**config.mk**
```make
export PLATFORM = sky130hd
export DESIGN_NAME = frame_burst_uploader
export DESIGN_NICKNAME = d
export VERILOG_FILES = /design/src/rtl/frame_burst_uploader.sv
export SDC_FILE = /design/constraint.sdc
export NUM_CORES = 1
export LEC_CHECK = 0
export ABC_AREA = 1
export BUFFER_PORTS_ARGS = -buffer_cell sky130_fd_sc_hd__buf_2
export CAP_MARGIN = 20
export CORE_MARGIN = 2
export CORE_UTILIZATION = 50
export CTS_BUF_LIST = sky130_fd_sc_hd__clkbuf_4 sky130_fd_sc_hd__clkbuf_8
export DETAILED_ROUTE_END_ITERATION = 12
export PLACE_DENSITY_LB_ADDON = 0.3
export SYNTH_ARGS = -nofsm -noshare
export SYNTH_HDL_FRONTEND = slang
export SYNTH_SLANG_ARGS = --single-unit
```
**constraint.sdc**
```tcl
create_clock -name clk -period 9.78 [get_ports clk]
set_clock_uncertainty 0.2 [all_clocks]
set_input_delay 0.978 -clock clk [delete_from_list [all_inputs] [get_ports clk]]
set_output_delay 0.978 -clock clk [all_outputs]
set_load 0.005 [all_outputs]
```
**src/rtl/frame_burst_uploader.sv**
```systemverilog
// frame_burst_uploader: drains a FWFT pixel/marker queue, packs pixels into
// memory words and writes each row to frame memory as fixed-length bursts.
//
// state        | meaning
// -------------+-------------------------------------------------------------
// S_IDLE       | disarmed, waiting for start
// S_WAIT_FRAME | discarding queue entries until START_FRAME
// S_WAIT_ROW   | between rows, waiting for START_ROW (or END_FRAME)
// S_FILL       | packing pixels of the current burst into the cache
// S_REQ        | write_rq raised, waiting for write_ack
// S_BURST      | streaming BURST_WORDS beats after the ack
// S_TAIL       | holding write_rq until the command window expires
// S_ADVANCE    | stepping column/row after a burst
// S_WAIT_END   | all rows written, waiting for END_FRAME
// S_DONE       | one-cycle frame completion, buffer rotation, re-arm
module frame_burst_uploader #(
  parameter int PIXEL_WIDTH    = 16,
  parameter int MEM_DATA_WIDTH = 32,
  parameter int BURST_PIXELS   = 16,
  parameter int FRAME_WIDTH    = 640,
  parameter int FRAME_HEIGHT   = 480,
  parameter int ROW_STRIDE     = FRAME_WIDTH,
  parameter int ADDR_WIDTH     = 21,
  parameter int NUM_BUFFERS    = 2,
  parameter int BUFFER_STRIDE  = FRAME_WIDTH * FRAME_HEIGHT,
  parameter int TCMD           = 19
) (
  input  logic                                    clk,
  input  logic                                    reset,
  input  logic                                    start,
  input  logic [ADDR_WIDTH-1:0]                   base_addr,
  input  logic                                    queue_empty,
  input  logic [PIXEL_WIDTH:0]                    queue_data,
  output logic                                    rd_en,
  output logic                                    write_rq,
  input  logic                                    write_ack,
  output logic [ADDR_WIDTH-1:0]                   write_addr,
  output logic                                    mem_wr_en,
  output logic [MEM_DATA_WIDTH-1:0]               write_data,
  output logic [MEM_DATA_WIDTH/PIXEL_WIDTH-1:0]   write_mask,
  output logic [1:0]                              buffer_index,
  output logic                                    busy,
  output logic                                    upload_done,
  output logic                                    err_sync,
  output logic                                    err_short_frame
);

  localparam int PPW  = MEM_DATA_WIDTH / PIXEL_WIDTH;
  localparam int BW   = BURST_PIXELS / PPW;
  localparam int MAXC = (FRAME_WIDTH > BURST_PIXELS) ? FRAME_WIDTH : BURST_PIXELS;
  localparam int CW   = $clog2(MAXC + 1);
  localparam int RW   = $clog2(FRAME_HEIGHT + 1);
  localparam int BTW  = $clog2(BW + 1);
  localparam int WIW  = (BW > 1) ? $clog2(BW) : 1;
  localparam int LNW  = (PPW > 1) ? $clog2(PPW) : 1;
  localparam int TW   = $clog2(TCMD + 1);

  typedef enum logic [3:0] {
    S_IDLE, S_WAIT_FRAME, S_WAIT_ROW, S_FILL, S_REQ,
    S_BURST, S_TAIL, S_ADVANCE, S_WAIT_END, S_DONE
  } state_t;

  state_t                    state;
  logic [CW-1:0]             col, fill_cnt, target, remain;
  logic [RW-1:0]             row;
  logic [ADDR_WIDTH-1:0]     row_base, frame_base;
  logic [BTW-1:0]            beat;
  logic [TW-1:0]             tail_cnt;
  logic [MEM_DATA_WIDTH-1:0] cache [BW];
  logic [MEM_DATA_WIDTH-1:0] beat_word;
  logic [PPW-1:0]            beat_mask;
  logic [WIW-1:0]            fill_word;
  logic [LNW-1:0]            fill_lane;
  logic [PIXEL_WIDTH-1:0]    head_low;
  logic                      is_marker, mk_start_frame, mk_start_row, mk_end_frame;

  assign head_low       = queue_data[PIXEL_WIDTH-1:0];
  assign is_marker      = queue_data[PIXEL_WIDTH];
  assign mk_start_frame = is_marker && (head_low == '0);
  assign mk_start_row   = is_marker && (head_low == PIXEL_WIDTH'(1));
  assign mk_end_frame   = is_marker && (&head_low);

  assign rd_en = !queue_empty && (state == S_WAIT_FRAME || state == S_WAIT_ROW ||
                                  state == S_FILL || state == S_WAIT_END);
  assign busy  = (state != S_IDLE);

  assign frame_base = base_addr + ADDR_WIDTH'(int'(buffer_index) * BUFFER_STRIDE);
  assign remain     = CW'(FRAME_WIDTH) - col;
  assign target     = (remain > CW'(BURST_PIXELS)) ? CW'(BURST_PIXELS) : remain;
  assign fill_word  = WIW'(fill_cnt / CW'(PPW));
  assign fill_lane  = LNW'(fill_cnt % CW'(PPW));

  // Beat word/mask for the beat index about to be driven; slots past target are masked and zeroed.
  always_comb begin
    beat_mask = '0;
    beat_word = '0;
    for (int l = 0; l < PPW; l++)
      beat_mask[l] = ((int'(beat) * PPW + l) < int'(target));
    if (beat_mask != '0)
      beat_word = cache[WIW'(beat)];
  end

  // Main sequencing FSM with registered memory-side outputs.
  always_ff @(posedge clk) begin
    if (reset) begin
      state           <= S_IDLE;
      write_rq        <= 1'b0;
      write_addr      <= '0;
      mem_wr_en       <= 1'b0;
      write_data      <= '0;
      write_mask      <= '0;
      buffer_index    <= '0;
      upload_done     <= 1'b0;
      err_sync        <= 1'b0;
      err_short_frame <= 1'b0;
      col             <= '0;
      fill_cnt        <= '0;
      row             <= '0;
      row_base        <= '0;
      beat            <= '0;
      tail_cnt        <= '0;
      for (int i = 0; i < BW; i++) cache[i] <= '0;
    end else begin
      case (state)
        S_IDLE: if (start) state <= S_WAIT_FRAME;
        S_WAIT_FRAME: begin
          if (rd_en && mk_start_frame) begin
            err_sync        <= 1'b0;
            err_short_frame <= 1'b0;
            row             <= '0;
            row_base        <= frame_base;
            state           <= S_WAIT_ROW;
          end
        end
        S_WAIT_ROW: begin
          if (rd_en && is_marker) begin
            if (mk_start_row) begin
              col      <= '0;
              fill_cnt <= '0;
              for (int i = 0; i < BW; i++) cache[i] <= '0;
              state    <= S_FILL;
            end else if (mk_end_frame) begin
              err_short_frame <= 1'b1;
              upload_done     <= 1'b1;
              state           <= S_DONE;
            end else begin
              err_sync <= 1'b1;
            end
          end
        end
        S_FILL: begin
          if (rd_en) begin
            if (is_marker) begin
              err_sync <= 1'b1;
            end else begin
              cache[fill_word][fill_lane*PIXEL_WIDTH +: PIXEL_WIDTH] <= head_low;
              fill_cnt <= fill_cnt + CW'(1);
              if (fill_cnt + CW'(1) == target) begin
                write_rq   <= 1'b1;
                write_addr <= row_base + ADDR_WIDTH'(col);
                beat       <= '0;
                state      <= S_REQ;
              end
            end
          end
        end
        S_REQ: begin
          if (write_ack) begin
            mem_wr_en  <= 1'b1;
            write_data <= beat_word;
            write_mask <= beat_mask;
            beat       <= beat + BTW'(1);
            tail_cnt   <= TW'(TCMD - 1);
            state      <= S_BURST;
          end
        end
        S_BURST: begin
          tail_cnt <= tail_cnt - TW'(1);
          if (beat == BTW'(BW)) begin
            mem_wr_en  <= 1'b0;
            write_data <= '0;
            write_mask <= '0;
            state      <= S_TAIL;
          end else begin
            write_data <= beat_word;
            write_mask <= beat_mask;
            beat       <= beat + BTW'(1);
          end
        end
        S_TAIL: begin
          if (tail_cnt == '0) begin
            write_rq <= 1'b0;
            state    <= S_ADVANCE;
          end else begin
            tail_cnt <= tail_cnt - TW'(1);
          end
        end
        S_ADVANCE: begin
          if (col + target == CW'(FRAME_WIDTH)) begin
            row      <= row + RW'(1);
            row_base <= row_base + ADDR_WIDTH'(ROW_STRIDE);
            state    <= (row + RW'(1) == RW'(FRAME_HEIGHT)) ? S_WAIT_END : S_WAIT_ROW;
          end else begin
            col      <= col + target;
            fill_cnt <= '0;
            for (int i = 0; i < BW; i++) cache[i] <= '0;
            state    <= S_FILL;
          end
        end
        S_WAIT_END: begin
          if (rd_en) begin
            if (mk_end_frame) begin
              upload_done <= 1'b1;
              state       <= S_DONE;
            end else begin
              err_sync <= 1'b1;
            end
          end
        end
        S_DONE: begin
          upload_done  <= 1'b0;
          buffer_index <= (buffer_index == 2'(NUM_BUFFERS - 1)) ? 2'd0 : buffer_index + 2'd1;
          state        <= start ? S_WAIT_FRAME : S_IDLE;
        end
        default: state <= S_IDLE;
      endcase
    end
  end

endmodule
```
Yosys cells after proc, flatten, opt, wreduce, memory -nomap -nowiden
Memories as Yosys holds them, arrays and structs flattened. A register that Yosys moved wholly into a read port is not among the register bits.
Cells that the tools add are included.
Widths: inputs -> output; s select.

cells by class
  add/subtract/negate cells = 12
  $mul = 1
  order comparisons = 3
  eq/ne operators = 33
  shifts and indexed selects = 2
  mux-type cells = 110
  bitwise gates (word level) = 17
  reductions and logical operators = 40

operators by type and width
  operator                  count
  $mux 32                   22
  $mux 4                    19
  $mux 10                   7
  $pmux 32 s2               1
  $mux 21                   2
  $pmux 21 s2               1
  $pmux 4 s10               1
  $mux 1                    36
  $neg 5->34                1
  $shift 16x34->32 const A  1
  $shiftx 16x34->32         1
  $reduce_or 32->1          1
  $ne 2x2->1 const B        15
  $pmux 10 s3               1
  $add 21x10->21            1
  $add 21x10->21 const B    1
  $add 21x21->21            1
  $pmux 10 s2               1
  $mux 9                    2
  $pmux 9 s2                1
  $eq 16x1->1 const B       1
  $eq 4x3->1 const B        4
  $logic_not 16->1          1
  $or 1x1->1                16
  other kinds (46)          80

word-level totals
  flip-flop bits (word level) = 125
  memory bits (writable) = 256
  bits of input ports = 43
  output and inout port bits = 64
  word-level logic and storage cells = 235
  memories kept = 1

memories
  name   words  bits a word  read ports  clocked after Yosys merged registers in  wr ports  RTL line  text
  cache  8      32           1           1                                        8         69        logic [MEM_DATA_WIDTH-1:0] cache [BW];

Depth between registers and ports, before layout
  depth after elaboration = 13
  depth in mapped cells = 31
  depth with buffers taken out = 31

Least setup slack after synthesis
OpenSTA, ideal clock, no wires.

  path kind = flip-flop to flip-flop
  start point = reg col[1]
  end point = mem cache[4][0], enable pin
  library setup time = 0.372 ns
  data arrival time = 3.242 ns
  data required time = 9.208 ns
  slack = 5.967 ns
  stages on the path, launching flop included = 29
  buffers on the path = 1
  clock period less this slack = 3.813 ns
  path through = dfxtp_1 -> inv_1 -> ha_1 -> nand2_2 -> nor2_2 -> nand2_2 -> nand2_1 -> nand2_1 -> nand2_2 -> nor2_8 -> nand2_1 -> nor2_2 -> nand2_2 -> o21ai_0 -> ha_1 -> inv_1 -> nand2_2 -> nand2_1 -> nand2_2 -> nand2_1 -> nand2_1 -> nand2_1 -> nand3_2 -> nor2_4 -> nand2_4 -> nand2_2 -> and3_1 -> buf_6 -> nand2_1

RTL lines
  element                 RTL line  text
  from (decl)             64        logic [CW-1:0] col, fill_cnt, target, remain;
  from (signal assigned)  204       col <= col + target;
  to (decl)               69

==> impl_results.md <==
- Status: finished clean
- Reg clk slew, reported paths: 0.06 ns
- Final wirelength: 54200 um
- Hold Slack: 0.256 ns
- Hold path start: err_short_frame$_SDFFE_PP0P_
- Antenna fix cells: 0
- Post_cts resized: 0
- R2r startpoint: col[1]$_SDFFE_PP0P_
- Iter 0 DRT Violations: 1857
- Leading area contributor after synthesis: edfxtp_1
- WL met1: 23400 um
- Clk_lat worst skew: 0.62 ns
- Unrepaired setup endpoints after global routing: false
- Dpl cells: 2715
- Starting Density: 51.0%
- Cts bufs inserted: 67
- Seq cells post-synth: 384
- Share of layout cells above drive strength 1: 16.0%
- H-tree depth: 3
- Die height: 200 um
- DR WL met3: 4210 um
- Worst path required time: 9.78 ns
- Via count of the first global-routing pass: 15.4k
- Reg2Reg Setup Slack: 5.10 ns
- Drt pass-1 iters: 8
- Synth Area in Compound Gates: 13.4%
- Cell variety after synth: 54
- Setup TNS: 0 ns
- Hpwl dp: 35800 um
- Clk root buf: clkbuf_8
- Slack of the critical path: 5.10 ns
- Cts hold-fix bufs: 0
- Period utilisation layout: 47.9%
- Worst vdd ir: 0.146 mV
- Start point of the critical path: col[1]$_SDFFE_PP0P_
- Largest net degree at the start of global routing: 85
- Synth warnings: 0
- Maximum clock path buffer count: 3
- Top-area cell type share of the netlist area: 39.8%
- Seq/Total Area, Yosys: 53.1%
- Dpl ws: 5.14 ns
- Tmin final: 4.68 ns
- Startpoint types: flop
- DIE AREA: 40200 sq um
- Reg2reg end: cache[4][1]$_SDFFCE_PN0P_
- First-pass GRT wire length: 84900 um
- Crit path max fanout: 19
- Main combinational cell family by area after synthesis: simple AND/OR/NAND/NOR gates
- Fillcell total: 3459
- Worst-Margin Slew: 1.09 ns
- Postcts setup bufs: 0
- Top-level I/O count: 107
- Relative slew slack: 27.5%
- CTS tree: built
- Via count: 16.3k
- Post-synthesis simple-gate area fraction: 23.0%
- Post-Synth Adder-Cell Area: 2.80%
- Final Net Count: 2360
- Synth area leaders: edfxtp_1 (40%), dfxtp_1 (13%), nor2_1 (9.9%), nand2_1 (5.9%), o21ai_0 (4.8%)
- R2R depth: 27
- Hold Path Stages: 2
- Routed len/inst: 19.1 um
- Fin. Hold Viols: 0
- Area of the multi-input gates: 7860 sq um
- Avg Inst Size Synth: 8.73 sq um
- Met2 routed WL: 24700 um
- Area growth syn-to-layout: 11.3%
- Setup-failing EPs final: 0
- CTS Sinks: 384
- Max Cap Viol: 0
- Core Rows: 71
- Port bufs: 106
- Leakage power: 8.96 nW
- Placer Congestion: 0.949
- Fin cells: 2838
- Antenna violations before repair: 0
- Total GRT Usage: 26.6%
- Synthesized area: 19300 sq um
- Pwr per Cell Area: 184 nW/um^2
- Post-synthesis mux area share: 0%
- HP Class: flop to flop
- Synth Area in XOR/XNOR: 1.45%
- Die extent in x: 200 um
- Core Area: 37800 sq um
- Vias per Instance: 5.74
- GRT overflow: 0
- Antenna viol nets, final: 0
- Sequential Area: 10300 sq um
- DRC viols: 0
- CP Capture Point: cache[4][1]$_SDFFCE_PN0P_
- Setup crit end kind: flop
- Highest clock rate: 0.213 GHz
- Syn Inst Count: 2211
- Setup CP Type: flop to flop
- Worst Path Arrival: 4.68 ns
- Top Layer Used: met4
- Max Slew Vio Count: 0
[logic make-up after synthesis]
| family | count (synthesis) |
|---|---|
| adder cells (fa/ha/maj) | 42 |
| AO/OA/AOI/OAI | 422 |
| other | 1 |
| XOR/XNOR | 32 |
| buffers and inverters | 293 |
| AND/OR/NAND/NOR | 1037 |
| flip-flops | 384 |
[placed cells by master, fill, tap and decap left out, drive strengths merged, types with 3 or more instances in the layout]
cell type / n
nor2: 520
nand2: 329
edfxtp: 256
o21ai: 188
inv: 145
a21oi: 141
buf: 129
dfxtp: 128
clkbuf: 102
nand3: 90
o221a: 58
ha: 40
nor4: 38
clkinv: 31
nor3: 27
xor2: 25
nand4: 19
xnor2: 7
o21bai: 5
or2: 5
o221ai: 5
o22ai: 4
o211ai: 3
o31ai: 3
nor3b: 3
[cell type report]
class	instances	area share (%)
timing repair buffer	129	3.42
clock inverter	19	0.594
multi-input combinational	1535	36.6
clock buffer	102	5.89
inverter	158	2.78
tap	511	2.98
sequential	384	47.7
[registers in the layout, summed over array words and instances (netlist names), named ones only]
name	cells
cache	256
write_data	32
err_short_frame	1
row_base	21
write_rq	1
fill_cnt	10
col	10
row	9
tail_cnt	5
err_sync	1
state	4
mem_wr_en	1
write_mask	2
upload_done	1
buffer_index	2
beat	4
write_addr	21
[worst max-delay path, stage by stage (launching register included)]
cell and delay, ns:
dfxtp_1 0.46, inv_1 0.17, ha_1 0.29, nand2_2 0.10, nor2_2 0.05, nand2_2 0.10, nand2_1 0.05, nand2_1 0.08
nand2_2 0.09, nor2_8 0.13, nand2_1 0.07, nor2_2 0.18, nand2_2 0.15, o21ai_0 0.12, ha_1 0.16, inv_1 0.06
nand2_2 0.08, nand3_1 0.10, nand2_1 0.07, nand2_1 0.06, nand2_1 0.08, nand3_1 0.10, nor2_4 0.15, nand2_4 0.09
nand2_2 0.10, and3_1 0.16, buf_4 0.32, nand2_1 0.51
[synthesized netlist by cell type (all sizes together)]
library cell and n:
and3 2, o21bai 5, a211oi 2, inv 143, o221ai 5, o221a 58, a21o 1, conb 1
o211a 2, or2 5, edfxtp 256, nor3b 3, clkbuf 103, xor2 25, nor3 27, a221oi 1
nand3b 2, o2111ai 2, and2 2, a32o 2, nand4 19, o21ai 188, nand2 329, o211ai 3
a22oi 1, ha 40, a21oi 141, fa 2, o22ai 4, xnor2 7, a31oi 2, buf 32
a311oi 1, o31ai 3, dfxtp 128, nor2 520, nor4 38, clkinv 15, a41oi 1, nand3 90
[metal layers]
metal	vias to the layer above	track usage, %
li1	7686	-
met1	7775	36.4
met2	698	42.0
met3	122	4.98
met4	0	10.5
met5	-	0
[worst min path at each step]
stage / endpoint / slack, ns
floorplan: write_addr[2]$_SDFFE_PP0P_ / 0.24
global placement: err_short_frame$_SDFFE_PP0P_ / 0.24
detailed placement: err_short_frame$_SDFFE_PP0P_ / 0.25
CTS: err_short_frame$_SDFFE_PP0P_ / 0.26
global route: write_data[18]$_SDFFE_PP0P_ / 0.28
finish: err_short_frame$_SDFFE_PP0P_ / 0.26
[power by group]
part	switching [mW]	internal, mW
Sequential	0.0572	1.79
Combinational	0.390	0.173
Clock	0.680	0.857
[stage by stage]
step | utilization (%) | power, mW | instance area, sq um
floorplan | - | 2.24 | 19300
global placement | 52.9 | 2.42 | 20000
detailed placement | 53.0 | 2.43 | 20000
CTS | 56.7 | 3.95 | 21400
global route | 56.8 | 4.09 | 21500
finish | 56.8 | 3.95 | 21500
Note: power is estimated with default switching activity, not from simulation.
